[src/rtl/wb_stage_pkg.sv]
// -----------------------------------------------------------------------------
// wb_stage_pkg -- shared core defines for the write-back stage.
//   CORE_XLEN       : core datapath width
//   REG_ADDR_WIDTH  : architectural register index width
//   lsu_size_e      : load access size encodings (SZ_B/SZ_H/SZ_W/SZ_D)
// -----------------------------------------------------------------------------
package wb_stage_pkg;

  localparam int CORE_XLEN      = 64;
  localparam int REG_ADDR_WIDTH = 5;

  typedef enum logic [1:0] {
    SZ_B = 2'd0,
    SZ_H = 2'd1,
    SZ_W = 2'd2,
    SZ_D = 2'd3
  } lsu_size_e;

endpackage : wb_stage_pkg

[src/rtl/wb_stage_if.sv]
// -----------------------------------------------------------------------------
// wb_stage_if -- bundles the ALU result, LSU result handshake and register-file
// write port of the write-back stage.
//   alu_valid/alu_rd/alu_data           : single-cycle ALU result, no backpressure
//   lsu_valid/lsu_ready/lsu_rd/lsu_data : LSU load result handshake
//   lsu_size/lsu_unsigned/lsu_offset    : load size, zero-extend flag, byte offset
//   rd_wen/rd_addr/rd_data              : registered register-file write port
//   wb_count                            : committed non-x0 write counter
// Modports: master = producer side (pipeline / bench), slave = wb_stage.
// -----------------------------------------------------------------------------
interface wb_stage_if
  import wb_stage_pkg::*;
#(
  parameter int XLEN = CORE_XLEN
) ();

  logic                      alu_valid;
  logic [REG_ADDR_WIDTH-1:0] alu_rd;
  logic [XLEN-1:0]           alu_data;

  logic                      lsu_valid;
  logic                      lsu_ready;
  logic [REG_ADDR_WIDTH-1:0] lsu_rd;
  logic [XLEN-1:0]           lsu_data;
  logic [1:0]                lsu_size;
  logic                      lsu_unsigned;
  logic [2:0]                lsu_offset;

  logic                      rd_wen;
  logic [REG_ADDR_WIDTH-1:0] rd_addr;
  logic [XLEN-1:0]           rd_data;
  logic [63:0]               wb_count;

  modport master (
    output alu_valid, alu_rd, alu_data,
    output lsu_valid, lsu_rd, lsu_data, lsu_size, lsu_unsigned, lsu_offset,
    input  lsu_ready,
    input  rd_wen, rd_addr, rd_data, wb_count
  );

  modport slave (
    input  alu_valid, alu_rd, alu_data,
    input  lsu_valid, lsu_rd, lsu_data, lsu_size, lsu_unsigned, lsu_offset,
    output lsu_ready,
    output rd_wen, rd_addr, rd_data, wb_count
  );

endinterface : wb_stage_if

[src/rtl/wb_fifo.sv]
// -----------------------------------------------------------------------------
// wb_fifo -- small synchronous FIFO holding pending LSU results.
//   clk, rst            : clock, asynchronous active-high reset
//   push, push_data     : write request (ignored while full)
//   pop, pop_data       : read request (ignored while empty), head data
//   full, empty         : occupancy flags
// DEPTH must be a power of two >= 2; pointers carry one extra wrap bit so that
// full and empty are distinguishable when the index bits match.
// -----------------------------------------------------------------------------
module wb_fifo #(
  parameter int WIDTH = 8,
  parameter int DEPTH = 2
) (
  input  logic             clk,
  input  logic             rst,
  input  logic             push,
  input  logic [WIDTH-1:0] push_data,
  input  logic             pop,
  output logic [WIDTH-1:0] pop_data,
  output logic             full,
  output logic             empty
);

  localparam int AW = $clog2(DEPTH);

  logic [AW:0]      wr_ptr;
  logic [AW:0]      rd_ptr;
  logic [WIDTH-1:0] mem [DEPTH];
  logic             do_push;
  logic             do_pop;

  assign empty    = (wr_ptr == rd_ptr);
  assign full     = (wr_ptr[AW] != rd_ptr[AW]) && (wr_ptr[AW-1:0] == rd_ptr[AW-1:0]);
  assign do_push  = push && !full;
  assign do_pop   = pop && !empty;
  assign pop_data = mem[rd_ptr[AW-1:0]];

  // NOTE: state registers use non-blocking assignments so every flop samples
  // pre-edge values regardless of block ordering.
  always_ff @(posedge clk or posedge rst) begin
    if (rst) begin
      wr_ptr <= '0;
      rd_ptr <= '0;
    end else begin
      if (do_push) wr_ptr <= wr_ptr + (AW+1)'(1);
      if (do_pop)  rd_ptr <= rd_ptr + (AW+1)'(1);
    end
  end

  // NOTE: storage is deliberately not reset; the pointers alone define which
  // entries are valid, and a resettable array would cost a flop reset per bit.
  always_ff @(posedge clk) begin
    if (do_push) mem[wr_ptr[AW-1:0]] <= push_data;
  end

endmodule : wb_fifo

[src/rtl/wb_stage.sv]
// -----------------------------------------------------------------------------
// wb_stage -- write-back arbiter between the ALU and the load/store unit.
//   clk, rst : clock, asynchronous active-high reset
//   bus      : wb_stage_if.slave (ALU/LSU results in, register write port out)
// The ALU has strict priority. LSU results are always buffered in wb_fifo and
// drained in order whenever the ALU is idle, so a load accepted in cycle N is
// written in cycle N+2 at the earliest. Writes to x0 consume their slot but do
// not assert rd_wen or advance wb_count.
// Optional feature: define WB_LOAD_EXT_EN to align and sign/zero-extend load
// data before it enters the buffer; otherwise lsu_data is buffered raw.
// -----------------------------------------------------------------------------
module wb_stage
  import wb_stage_pkg::*;
#(
  parameter int XLEN           = CORE_XLEN,
  parameter int LSU_FIFO_DEPTH = 2
) (
  input  logic      clk,
  input  logic      rst,
  wb_stage_if.slave bus
);

  typedef struct packed {
    logic [REG_ADDR_WIDTH-1:0] rd;
    logic [XLEN-1:0]           data;
  } lsu_entry_t;

  localparam int ENTRY_W = $bits(lsu_entry_t);

`ifdef WB_LOAD_EXT_EN
  // Shift the addressed bytes down to bit 0, then extend to the full width.
  // Offsets that run past the doubleword simply yield whatever bytes remain.
  function automatic logic [XLEN-1:0] load_ext(
    input logic [XLEN-1:0] raw,
    input logic [1:0]      size,
    input logic            is_unsigned,
    input logic [2:0]      offset
  );
    logic [XLEN-1:0] shifted;
    logic [XLEN-1:0] res;
    shifted = raw >> {offset, 3'b000};
    case (lsu_size_e'(size))
      SZ_B:    res = is_unsigned ? {{(XLEN-8){1'b0}},  shifted[7:0]}
                                 : {{(XLEN-8){shifted[7]}},   shifted[7:0]};
      SZ_H:    res = is_unsigned ? {{(XLEN-16){1'b0}}, shifted[15:0]}
                                 : {{(XLEN-16){shifted[15]}}, shifted[15:0]};
      SZ_W:    res = is_unsigned ? {{(XLEN-32){1'b0}}, shifted[31:0]}
                                 : {{(XLEN-32){shifted[31]}}, shifted[31:0]};
      default: res = shifted;
    endcase
    return res;
  endfunction
`endif

  lsu_entry_t                push_entry;
  lsu_entry_t                head_entry;
  logic [ENTRY_W-1:0]        head_bits;
  logic                      fifo_push;
  logic                      fifo_pop;
  logic                      fifo_full;
  logic                      fifo_empty;

  logic                      sel_valid;
  logic [REG_ADDR_WIDTH-1:0] sel_rd;
  logic [XLEN-1:0]           sel_data;
  logic                      commit;

  // ---------------------------------------------------------------------------
  // LSU side: accept whenever the buffer has room.
  // ---------------------------------------------------------------------------
  assign bus.lsu_ready = !fifo_full;
  assign fifo_push     = bus.lsu_valid && !fifo_full;
  assign push_entry.rd = bus.lsu_rd;

`ifdef WB_LOAD_EXT_EN
  assign push_entry.data = load_ext(bus.lsu_data, bus.lsu_size, bus.lsu_unsigned,
                                    bus.lsu_offset);
`else
  assign push_entry.data = bus.lsu_data;
  logic unused_ext;
  assign unused_ext = ^{bus.lsu_size, bus.lsu_unsigned, bus.lsu_offset};
`endif

  wb_fifo #(
    .WIDTH (ENTRY_W),
    .DEPTH (LSU_FIFO_DEPTH)
  ) u_fifo (
    .clk       (clk),
    .rst       (rst),
    .push      (fifo_push),
    .push_data (push_entry),
    .pop       (fifo_pop),
    .pop_data  (head_bits),
    .full      (fifo_full),
    .empty     (fifo_empty)
  );

  assign head_entry = lsu_entry_t'(head_bits);

  // ---------------------------------------------------------------------------
  // Arbitration: ALU first, otherwise the oldest buffered load.
  // ---------------------------------------------------------------------------
  // NOTE: every always_comb output gets a default before any branch so no
  // path can leave it unassigned and infer a latch.
  always_comb begin
    fifo_pop  = 1'b0;
    sel_valid = 1'b0;
    sel_rd    = '0;
    sel_data  = '0;
    if (bus.alu_valid) begin
      sel_valid = 1'b1;
      sel_rd    = bus.alu_rd;
      sel_data  = bus.alu_data;
    end else if (!fifo_empty) begin
      fifo_pop  = 1'b1;
      sel_valid = 1'b1;
      sel_rd    = head_entry.rd;
      sel_data  = head_entry.data;
    end
  end

  // A selected x0 result is consumed but never committed.
  assign commit = sel_valid && (sel_rd != '0);

  // ---------------------------------------------------------------------------
  // Registered write port and commit counter. wb_count advances together with
  // rd_wen so it already includes the write currently on the port.
  // ---------------------------------------------------------------------------
  always_ff @(posedge clk or posedge rst) begin
    if (rst) begin
      bus.rd_wen   <= 1'b0;
      bus.rd_addr  <= '0;
      bus.rd_data  <= '0;
      bus.wb_count <= '0;
    end else begin
      bus.rd_wen <= commit;
      if (commit) begin
        bus.rd_addr <= sel_rd;
        bus.rd_data <= sel_data;
      end
      bus.wb_count <= bus.wb_count + 64'(commit);
    end
  end

endmodule : wb_stage

[src/flat_wrapper.sv]
// flat-port wrapper written by rule: the top's interface ports become plain ports
module wb_stage_flat import wb_stage_pkg::*;
#(
  parameter int XLEN           = CORE_XLEN,
  parameter int LSU_FIFO_DEPTH = 2
)
  (clk, rst, bus_alu_valid, bus_alu_rd, bus_alu_data, bus_lsu_valid, bus_lsu_rd, bus_lsu_data, bus_lsu_size, bus_lsu_unsigned, bus_lsu_offset, bus_lsu_ready, bus_rd_wen, bus_rd_addr, bus_rd_data, bus_wb_count);
  wb_stage_if #(.XLEN(XLEN)) bus_i ();
  input  logic clk;
  input  logic rst;
  input wire logic [$bits(bus_i.alu_valid)-1:0] bus_alu_valid;
  input wire logic [$bits(bus_i.alu_rd)-1:0] bus_alu_rd;
  input wire logic [$bits(bus_i.alu_data)-1:0] bus_alu_data;
  input wire logic [$bits(bus_i.lsu_valid)-1:0] bus_lsu_valid;
  input wire logic [$bits(bus_i.lsu_rd)-1:0] bus_lsu_rd;
  input wire logic [$bits(bus_i.lsu_data)-1:0] bus_lsu_data;
  input wire logic [$bits(bus_i.lsu_size)-1:0] bus_lsu_size;
  input wire logic [$bits(bus_i.lsu_unsigned)-1:0] bus_lsu_unsigned;
  input wire logic [$bits(bus_i.lsu_offset)-1:0] bus_lsu_offset;
  output wire logic [$bits(bus_i.lsu_ready)-1:0] bus_lsu_ready;
  output wire logic [$bits(bus_i.rd_wen)-1:0] bus_rd_wen;
  output wire logic [$bits(bus_i.rd_addr)-1:0] bus_rd_addr;
  output wire logic [$bits(bus_i.rd_data)-1:0] bus_rd_data;
  output wire logic [$bits(bus_i.wb_count)-1:0] bus_wb_count;
  assign bus_i.alu_valid = bus_alu_valid;
  assign bus_i.alu_rd = bus_alu_rd;
  assign bus_i.alu_data = bus_alu_data;
  assign bus_i.lsu_valid = bus_lsu_valid;
  assign bus_i.lsu_rd = bus_lsu_rd;
  assign bus_i.lsu_data = bus_lsu_data;
  assign bus_i.lsu_size = bus_lsu_size;
  assign bus_i.lsu_unsigned = bus_lsu_unsigned;
  assign bus_i.lsu_offset = bus_lsu_offset;
  assign bus_lsu_ready = bus_i.lsu_ready;
  assign bus_rd_wen = bus_i.rd_wen;
  assign bus_rd_addr = bus_i.rd_addr;
  assign bus_rd_data = bus_i.rd_data;
  assign bus_wb_count = bus_i.wb_count;
  wb_stage #(.XLEN(XLEN), .LSU_FIFO_DEPTH(LSU_FIFO_DEPTH)) u_core (.clk(clk), .rst(rst), .bus(bus_i));
endmodule
[config.mk]
export PLATFORM = sky130hd
export DESIGN_NAME = wb_stage_flat
export DESIGN_NICKNAME = d
export VERILOG_FILES = /design/src/rtl/wb_stage_pkg.sv /design/src/rtl/wb_stage_if.sv /design/src/rtl/wb_fifo.sv /design/src/rtl/wb_stage.sv /design/src/flat_wrapper.sv
export SDC_FILE = /design/constraint.sdc
export NUM_CORES = 1
export LEC_CHECK = 0
export BUFFER_PORTS_ARGS = -buffer_cell sky130_fd_sc_hd__buf_2
export CAP_MARGIN = 20
export CORE_UTILIZATION = 59
export CTS_BUF_LIST = sky130_fd_sc_hd__clkbuf_4 sky130_fd_sc_hd__clkbuf_8
export DETAILED_ROUTE_END_ITERATION = 7
export GPL_TIMING_DRIVEN = 0
export PLACE_DENSITY = 0.88
export SYNTH_ARGS = -nofsm -noshare
export SYNTH_HDL_FRONTEND = slang
export SYNTH_SLANG_ARGS = --single-unit
export TNS_END_PERCENT = 10
[constraint.sdc]
create_clock -name clk -period 7.8 [get_ports clk]
set_clock_uncertainty 0.1 [all_clocks]
set_input_delay 1.56 -clock clk [delete_from_list [all_inputs] [get_ports clk]]
set_output_delay 1.56 -clock clk [all_outputs]
set_load 0.02 [all_outputs]
==> results.json, run 1 <==
{
  "gp_congestion": 0.872,
  "worstPathMaxFanout": 11,
  "start_kind": "input port",
  "die_area_sq_um": 19800,
  "max_slew.worst_pin.slew_ps": 799,
  "finalSetupTns_ps": 0,
  "synth_area_leaders": "edfxtp_1 37%, dfrtp_1 30%, mux2_2 6.4%, mux2i_1 6.1%, nand2_1 3.4%",
  "tritoncts.num_buffers": 45,
  "post-route-min-period_ps": 4870,
  "tritoncts": "yes",
  "holdBufCountCts": 0,
  "clockBufferDepth": 3,
  "die_w_microns": 141,
  "nNetsFinal": 1278,
  "max_freq_mhz": 205,
  "worst_setup_path_end_kind": "flop",
  "post-cts-setup-buffer-count": 0,
  "synth_nets": 952,
  "avgSynthCellArea_sq_um": 14.1,
  "drcViolationCount": 0,
  "p_leak_uw": 0.00645,
  "synthArstFlopShare_pct": 50.0,
  "setup_slack_ps": 2930,
  "pin_count": 283,
  "finalHoldViolCount": 0,
  "reg2regPathDepth": 11,
  "cts_sinks": 276,
  "hp-start": "u_core.bus.wb_count[63]",
  "yosys_warnings": 0,
  "ant_nets": 0,
  "setup_viol": 0,
  "synth_cells": 802,
  "cp_num_buf_inv": 3,
  "grt_pass1_vias": 7790,
  "overflow": 0,
  "crit_slowest_cell": "o21ai_1",
  "ys_types": 43,
  "r2r_end": "u_core.bus.wb_count[56]",
  "power.density_nw_per_um2": 355,
  "cpPeakStageDelay_ps": 690,
  "synth_edf_count": 138,
  "hold_depth": 1,
  "synthTopCellsByCount": "138 x dfrtp_1, 138 x edfxtp_1, 102 x nand2_1, 69 x mux2i_1, 65 x o21ai_0",
  "rsz0062_at_grt": "no",
  "drt_first_pass_iters": 4,
  "grt_pass1_wl_microns": 40000,
  "slew_violations": 0,
  "antenna_found_initial": 10,
  "peakVddDrop_mv": 0.296,
  "cts_htree_levels": 2,
  "via_count": 7627,
  "routed_wl_microns": 25600,
  "min_path_type": "reg -> reg",
  "synth_largest_area_cell": "edfxtp_1",
  "portBuffers": 275,
  "path_clk_slew_ps": 60,
  "layout-drive-gt1-share_pct": 39.7,
  "grt_max_degree": 97,
  "rows": 50,
  "initial_core_util_pct": 60.4,
  "clk_latency_ps": 540,
  "outcome": "complete, no violations",
  "ys_ff_latch": 276,
  "die_h_microns": 141,
  "syn_to_final_growth_pct": 24.2,
  "cap_violations": 0,
  "synth-seq-area-share_pct": 67.0,
  "n_fill_cell": 1210,
  "required_ps": 8160,
  "synth_top_cell_area_share_pct": 36.5,
  "critPathTopFamily": "simple AND/OR/NAND/NOR gates",
  "grtUsageTotal_pct": 26.1,
  "timing.rr.start": "u_core.u_fifo.wr_ptr[0]",
  "slew_headroom_pct": 46.8,
  "place_ws_ps": 2360,
  "cp.arrival_ps": 5230,
  "dpl.hpwl_microns": 17600,
  "netlist_area_sq_um": 11300,
  "wire_per_inst_microns": 18.2,
  "drt_iter0_drc": 351,
  "core_sq_um": 18800,
  "crit_chain": "clkbuf_1 > a21o_1 > clkbuf_1 > o21ai_1 > buf_2 > ha_1 > ha_1 > nand4_1 > nor4_2 > nor3b_2 > xor2_1",
  "cts_root_buffer": "clkbuf_8",
  "holdPathEnd": "u_core.bus.wb_count[63]",
  "synthFlopType": "edfxtp_1",
  "criticalPathCategory": "in -> reg",
  "reg2reg_slack_ps": 3620,
  "period_share_pct": 62.4,
  "vias_per_cell": 5.43,
  "cts_resized": 0
}
[worst max path at each step]
| stage | startpoint | endpoint | slack [ps] | depth (start not counted) |
|---|---|---|---|---|
| floorplan | rst | u_core.bus.rd_addr[0] | 2440 | 1 |
| global placement | rst | u_core.bus.rd_data[33] | 690 | 2 |
| detailed placement | bus_alu_valid | u_core.bus.wb_count[56] | 2360 | 11 |
| CTS | bus_alu_valid | u_core.bus.wb_count[58] | 2870 | 12 |
| global route | bus_alu_valid | u_core.bus.wb_count[58] | 2630 | 12 |
| finish | bus_alu_valid | u_core.bus.wb_count[56] | 2930 | 11 |
[kinds of logic (layout without fill, tap and decap cells)]
logic type | Yosys count | in the layout | synth area share [%]
xor gates and xnor gates | 68 | 68 | 5.25
buffers and inverters | 49 | 410 | 1.88
AOI/OAI and AO/OA | 73 | 73 | 3.41
other | 0 | 8 | 0
and+or+nand+nor | 201 | 201 | 9.81
adders and majority gates | 2 | 2 | 0.221
muxes | 133 | 133 | 12.4
DFF | 276 | 276 | 67.0
[placed cells by master (no fill, tap or decap), types with 6 or more instances in the layout]
cell	n
diode_2	8
nand3_1	19
nand4_1	11
clkbuf_4	17
nand2_1	102
mux2i_1	69
edfxtp_1	138
xnor2_1	42
mux2_2	64
and4_1	6
buf_2	289
dfrtp_1	138
clkbuf_1	16
o21ai_0	65
inv_1	12
nor2_1	12
nor3_1	9
clkbuf_8	53
xor2_1	26
[cell type report]
| cell class | count | area, sq um | share of cell area, % |
|---|---|---|---|
| antenna | 8 | 20.0 | 0.142 |
| buffer | 36 | 164 | 1.16 |
| clock buffer | 70 | 857 | 6.09 |
| clock inverter | 12 | 83.8 | 0.595 |
| inverter | 13 | 53.8 | 0.382 |
| multi-input combinational | 477 | 3540 | 25.2 |
| sequential | 276 | 7600 | 53.9 |
| tap | 234 | 293 | 2.08 |
| timing repair buffer | 279 | 1470 | 10.4 |
[where the power goes]
| group | internal, uW | total [uW] | switching (uW) | leakage, uW |
|---|---|---|---|---|
| logic | 608 | 1560 | 947 | 0.00291 |
| registers | 2010 | 2170 | 169 | 0.00304 |
| clock network | 732 | 1280 | 543 | 0.000497 |
| total | 3350 | 5010 | 1660 | 0.00645 |
[metal layers]
layer  track usage [%]  vias up  wire, microns
li1                  -     3566              -
met1              32.7     3709          10300
met3              6.56       76           1650
met4              14.9        4           1030
met2              42.0      272          12600
met5                 0        -             27
[worst reg2reg max path, delay by kind of cell, from the launching register on]
family | cells | cell delay (ps)
simple gates | 3 | 1160
compound gates | 2 | 870
buf+inv | 2 | 660
fa+ha+maj | 2 | 540
flops | 1 | 450
xor+xnor | 2 | 320
[state kept, by name, indices dropped and copies added, names as in the netlist]
signal and flops:
u_core.u_fifo.mem 138, u_core.u_fifo.rd_ptr 2, u_core.u_fifo.wr_ptr 2, u_core.bus.rd_wen 1, u_core.bus.wb_count 64, u_core.bus.rd_addr 5, u_core.bus.rd_data 64
[metrics by stage]
stage | power, uW | utilization, % | cells | hold slack, ps | area, sq um
global placement | 3690 | 69.3 | 1311 | 362 | 13000
CTS | 5050 | 74.9 | 1397 | 377 | 14100
finish | 5010 | 75.0 | 1405 | 374 | 14100
floorplan | 3210 | - | 802 | 362 | 11300
global route | 5250 | 75.0 | 1405 | 395 | 14100
detailed placement | 3770 | 69.9 | 1315 | 369 | 13100
Note: power is estimated with default switching activity, not from simulation.
==> run 2: changes to the inputs <==
--- a/config.mk
+++ b/config.mk
@@ -7,11 +7,11 @@
 export LEC_CHECK = 0
 export BUFFER_PORTS_ARGS = -buffer_cell sky130_fd_sc_hd__buf_2
 export CAP_MARGIN = 20
-export CORE_UTILIZATION = 59
+export CORE_UTILIZATION = 55
 export CTS_BUF_LIST = sky130_fd_sc_hd__clkbuf_4 sky130_fd_sc_hd__clkbuf_8
 export DETAILED_ROUTE_END_ITERATION = 7
 export GPL_TIMING_DRIVEN = 0
-export PLACE_DENSITY = 0.88
+export PLACE_DENSITY = 0.83
 export SYNTH_ARGS = -nofsm -noshare
 export SYNTH_HDL_FRONTEND = slang
 export SYNTH_SLANG_ARGS = --single-unit
==> constraint.sdc (replaced) <==
create_clock -name clk -period 5 [get_ports clk]
set_clock_uncertainty 0.1 [all_clocks]
set_input_delay 1 -clock clk [delete_from_list [all_inputs] [get_ports clk]]
set_output_delay 1 -clock clk [all_outputs]
set_load 0.02 [all_outputs]
==> results.json, run 2 (synthesized netlist as in run 1, its figures left out) <==
{
  "outcome": "finished with violations",
  "failed_checks": "DRC",
  "holdWs_ps": 367,
  "fin_cells": 1442,
  "peakVddDrop_mv": 0.429,
  "cap_violations": 0,
  "die_w_microns": 146,
  "place_ws_ps": 160,
  "worst_setup_path_end_kind": "flop",
  "criticalPathCategory": "in -> reg",
  "tritoncts.num_buffers": 46,
  "wire_per_inst_microns": 17.9,
  "final_cell_mix": "289 x buf_2, 138 x dfrtp_1, 138 x edfxtp_1",
  "die_h_microns": 146,
  "stdcell_area_sq_um": 14100,
  "antenna_found_initial": 9,
  "drcViolationCount": 2,
  "clockBufferDepth": 3,
  "post-route-min-period_ps": 4270,
  "cts_sinks": 276,
  "post-cts-setup-buffer-count": 0,
  "grt_max_degree": 80,
  "rows": 52,
  "start_kind": "input port",
  "cts_root_buffer": "clkbuf_8",
  "cp_num_buf_inv": 3,
  "drt_iter0_drc": 346,
  "critPathTopFamily": "simple AND/OR/NAND/NOR gates",
  "crit_slowest_cell": "o21ai_1",
  "max_slew.worst_pin.slew_ps": 866,
  "clk_latency_ps": 540,
  "crit_chain": "clkbuf_1 > a21o_1 > clkbuf_1 > o21ai_1 > buf_2 > ha_1 > ha_1 > nand4_1 > nor4_2 > nor3b_2 > xor2_1",
  "die_area_sq_um": 21200,
  "cts_resized": 0,
  "routed_wl_microns": 25800,
  "final_common_cell": "buf_2",
  "ant_nets": 0,
  "place_area_sq_um": 13200,
  "cp.arrival_ps": 4630,
  "drt_first_pass_iters": 7,
  "cpPeakStageDelay_ps": 650,
  "required_ps": 5360,
  "worstPathMaxFanout": 11,
  "syn_to_final_growth_pct": 24.6,
  "overflow": 0,
  "period_share_pct": 85.5,
  "power.density_nw_per_um2": 555,
  "vias_per_cell": 5.33,
  "rsz0062_at_grt": "no",
  "total_power_uw": 7850,
  "setup_slack_ps": 725,
  "layout-drive-gt1-share_pct": 39.5,
  "tritoncts": "yes",
  "grtUsageTotal_pct": 24.6,
  "min_path_type": "reg -> reg",
  "dpl.hpwl_microns": 17800,
  "largest_register_ffs": 138,
  "max_freq_mhz": 234,
  "path_clk_slew_ps": 60,
  "cts_htree_levels": 2,
  "gp_congestion": 0.842,
  "p_leak_uw": 0.00646,
  "finalHoldViolCount": 0,
  "portBuffers": 275,
  "pin_count": 283,
  "grt_pass1_vias": 7831,
  "setup_viol": 0,
  "slew_headroom_pct": 42.3,
  "initial_core_util_pct": 56.0,
  "slew_violations": 0,
  "via_count": 7681,
  "grt_pass1_wl_microns": 41100,
  "nNetsFinal": 1279,
  "holdBufCountCts": 0,
  "core_sq_um": 20200,
  "dp_cells": 1351
}
-- run 2: changes by cell type in the layout (fill, tap and decap cells not counted), sizes merged --
cell / delta
clkinvlp: -1
diode: -2
inv: +1
clkinv: +1
clkbuf: +2
-- run 2: report_power, final --
part	internal (uW)	leakage [uW]	switching (uW)
Clock	1150	0.000504	865
Combinational	949	0.00291	1490
Sequential	3130	0.00304	262
-- run 2: final timing paths --
kind                       slack (ps)  cells after the start                      end                    start
setup / recovery                  730                     11  u_core.bus.wb_count[56]            bus_alu_valid
min in group asynchronous         440                      2  u_core.bus.wb_count[52]                      rst
setup reg to reg                  880                     11  u_core.bus.wb_count[56]  u_core.u_fifo.wr_ptr[0]
hold reg to reg                   370                      1  u_core.bus.wb_count[63]  u_core.bus.wb_count[63]
max in group asynchronous        3540                      3   u_core.bus.rd_data[46]                      rst
hold / removal                    370                      1  u_core.bus.wb_count[63]  u_core.bus.wb_count[63]
-- run 2: per-layer routing --
metal	vias to the layer above	global-route usage, %	part of all wire, %
met5	-	0	0.10
met4	4	10.8	3.6
met3	76	6.49	6.3
met2	250	40.6	49
met1	3790	30.8	41
li1	3561	-	-
-- run 2: area by class of cell --
| type | instances | area (sq um) |
|---|---|---|
| sequential | 276 | 7600 |
| inverter | 13 | 53.8 |
| tap | 270 | 338 |
| clock buffer | 72 | 866 |
| buffer | 36 | 164 |
| clock inverter | 13 | 87.6 |
| antenna | 6 | 15.0 |
| fill | 1418 | 6100 |
| multi-input combinational | 477 | 3540 |
| timing repair buffer | 279 | 1470 |
-- run 2: per-stage QoR --
stage	setup TNS, ps	utilization [%]
final	0	69.9
after global routing	0	69.8
after CTS	0	69.8
after detailed placement	0	65.1
after global placement	-317490	64.5
after floorplan	0	-
==> run 3: changes to the inputs <==
--- a/config.mk
+++ b/config.mk
@@ -7,6 +7,7 @@
 export LEC_CHECK = 0
 export BUFFER_PORTS_ARGS = -buffer_cell sky130_fd_sc_hd__buf_2
 export CAP_MARGIN = 20
+export CORE_ASPECT_RATIO = 2
 export CORE_UTILIZATION = 55
 export CTS_BUF_LIST = sky130_fd_sc_hd__clkbuf_4 sky130_fd_sc_hd__clkbuf_8
 export DETAILED_ROUTE_END_ITERATION = 7
==> results.json, run 3 (synthesized netlist as in run 1, its figures left out) <==
{
  "via_count": 7715,
  "seq_area_sq_um": 7600,
  "pwr-share-clk_pct": 24.2,
  "rsz0062_at_grt": "no",
  "cp_num_buf_inv": 3,
  "power.share.sequential_pct": 44.2,
  "nNetsFinal": 1271,
  "cpPeakStageDelay_ps": 680,
  "worstPathMaxFanout": 11,
  "slew_violations": 0,
  "clockBufferDepth": 3,
  "clk_latency_ps": 520,
  "post-route-min-period_ps": 4420,
  "place_ws_ps": -104,
  "max_slew.worst_pin.slew_ps": 800,
  "n_fill_cell": 1456,
  "tritoncts.num_buffers": 38,
  "grt_pass1_wl_microns": 41000,
  "post-route-util_pct": 69.1,
  "vias_per_cell": 5.42,
  "routed_wl_microns": 26800,
  "rows": 74,
  "cts_root_buffer": "clkbuf_8",
  "gp_congestion": 0.814,
  "overflow": 0,
  "wire_per_inst_microns": 18.8,
  "outcome": "complete, no violations",
  "tritoncts": "yes",
  "drt_iter0_drc": 337,
  "p_leak_uw": 0.00640,
  "worst_setup_path_end_kind": "flop",
  "grt_max_degree": 79,
  "p_comb_share_pct": 31.7,
  "drcViolationCount": 0,
  "crit_chain": "clkbuf_1 > a21o_1 > clkbuf_1 > o21ai_1 > buf_2 > ha_1 > ha_1 > nand4_1 > nor4_2 > nor3b_2 > xor2_1",
  "multi_input_area_sq_um": 3540,
  "setup_viol": 0,
  "peakVddDrop_mv": 0.477,
  "intPower_uw": 5120,
  "period_share_pct": 88.3,
  "setup_slack_ps": 584,
  "dpl.hpwl_microns": 19000,
  "dp_cells": 1347,
  "grtUsageTotal_pct": 25.0,
  "swShare_pct": 33.4,
  "cp.arrival_ps": 4750,
  "cts_resized": 0,
  "critPathTopFamily": "simple AND/OR/NAND/NOR gates",
  "antenna_found_initial": 9,
  "finalHoldViolCount": 0,
  "power.density_nw_per_um2": 549,
  "path_clk_slew_ps": 70,
  "die_area_sq_um": 21200,
  "final_common_cell": "buf_2",
  "criticalPathCategory": "in -> reg",
  "die_w_microns": 104,
  "final_cell_mix": "289 x buf_2, 138 x dfrtp_1, 138 x edfxtp_1",
  "start_kind": "input port",
  "pin_count": 283,
  "holdBufCountCts": 0,
  "syn_to_final_growth_pct": 23.6,
  "slew_headroom_pct": 46.6,
  "initial_core_util_pct": 55.9,
  "required_ps": 5340,
  "crit_slowest_cell": "nor4_2",
  "min_path_type": "reg -> reg",
  "ant_nets": 0,
  "max_freq_mhz": 226,
  "post-cts-setup-buffer-count": 0,
  "cts_htree_levels": 2,
  "layout-drive-gt1-share_pct": 39.2,
  "largest_register_ffs": 138,
  "grt_pass1_vias": 8024,
  "portBuffers": 275,
  "core_sq_um": 20300,
  "power_switching_uw": 2570,
  "drt_first_pass_iters": 7,
  "fin_cells": 1424,
  "cts_sinks": 276,
  "cap_violations": 0,
  "die_h_microns": 205
}
run 3: cell count changes in the layout (fill, tap and decap cells not counted), sizes merged:
cell,delta
clkbuf,-14
bufinv,+1
inv,-1
clkinv,-1
clkinvlp,-1
diode,+2
run 3: worst register-to-register path, delay by kind of cell, from the launching register on:
family	cells	cell delay, ps
xor+xnor	2	330
flops	1	450
buf+inv	2	710
simple gates	3	1230
fa+ha+maj	2	560
compound gates	2	820
run 3: area by class of cell:
| type | instances | area share, % |
|---|---|---|
| Sequential cell | 276 | 54.2 |
| Multi-Input combinational cell | 477 | 25.3 |
| Timing Repair Buffer | 279 | 10.5 |
| Clock buffer | 58 | 5.25 |
| Tap cell | 266 | 2.37 |
| Buffer | 36 | 1.17 |
| Clock inverter | 11 | 0.723 |
| Inverter | 13 | 0.384 |
| Antenna cell | 8 | 0.143 |
run 3: worst paths after layout:
| check | cells after the start | start | endpoint | slack, ps |
|---|---|---|---|---|
| worst min-delay path | 1 | u_core.bus.wb_count[59] | u_core.bus.wb_count[59] | 390 |
| min in group asynchronous | 2 | rst | u_core.bus.wb_count[22] | 450 |
| worst min register to register | 1 | u_core.bus.wb_count[59] | u_core.bus.wb_count[59] | 390 |
| worst max register to register | 11 | u_core.u_fifo.wr_ptr[0] | u_core.bus.wb_count[56] | 740 |
| max in group asynchronous | 3 | rst | u_core.bus.rd_data[6] | 3540 |
| worst max-delay path | 11 | bus_alu_valid | u_core.bus.wb_count[56] | 580 |
run 3: layer usage:
layer,routed length (microns),up-vias,track usage (%)
met4,1440,2,15.3
met5,12,-,0
met1,9250,3787,25.3
met3,1360,94,4.65
li1,-,3541,-
met2,14700,291,47.1
run 3: power groups by stage:
stage | Combinational [uW] | Clock (uW) | Sequential, uW
2_1_floorplan | 1200 | 0 | 3810
3_3_place_gp | 2320 | 0 | 3450
3_5_place_dp | 2460 | 0 | 3430
4_1_cts | 2470 | 1900 | 3390
5_1_grt | 2630 | 1970 | 3460
6_report | 2430 | 1860 | 3400
run 3: through the flow:
stage | hold WS (ps) | instance area (sq um) | total power (uW) | TNS (ps)
final | 392 | 14000 | 7690 | 0
after global routing | 408 | 14000 | 8060 | 0
after CTS | 387 | 14000 | 7760 | 0
after detailed placement | 373 | 13200 | 5890 | -205
after global placement | 374 | 13100 | 5770 | -316240
after floorplan | 362 | 11300 | 5010 | 0
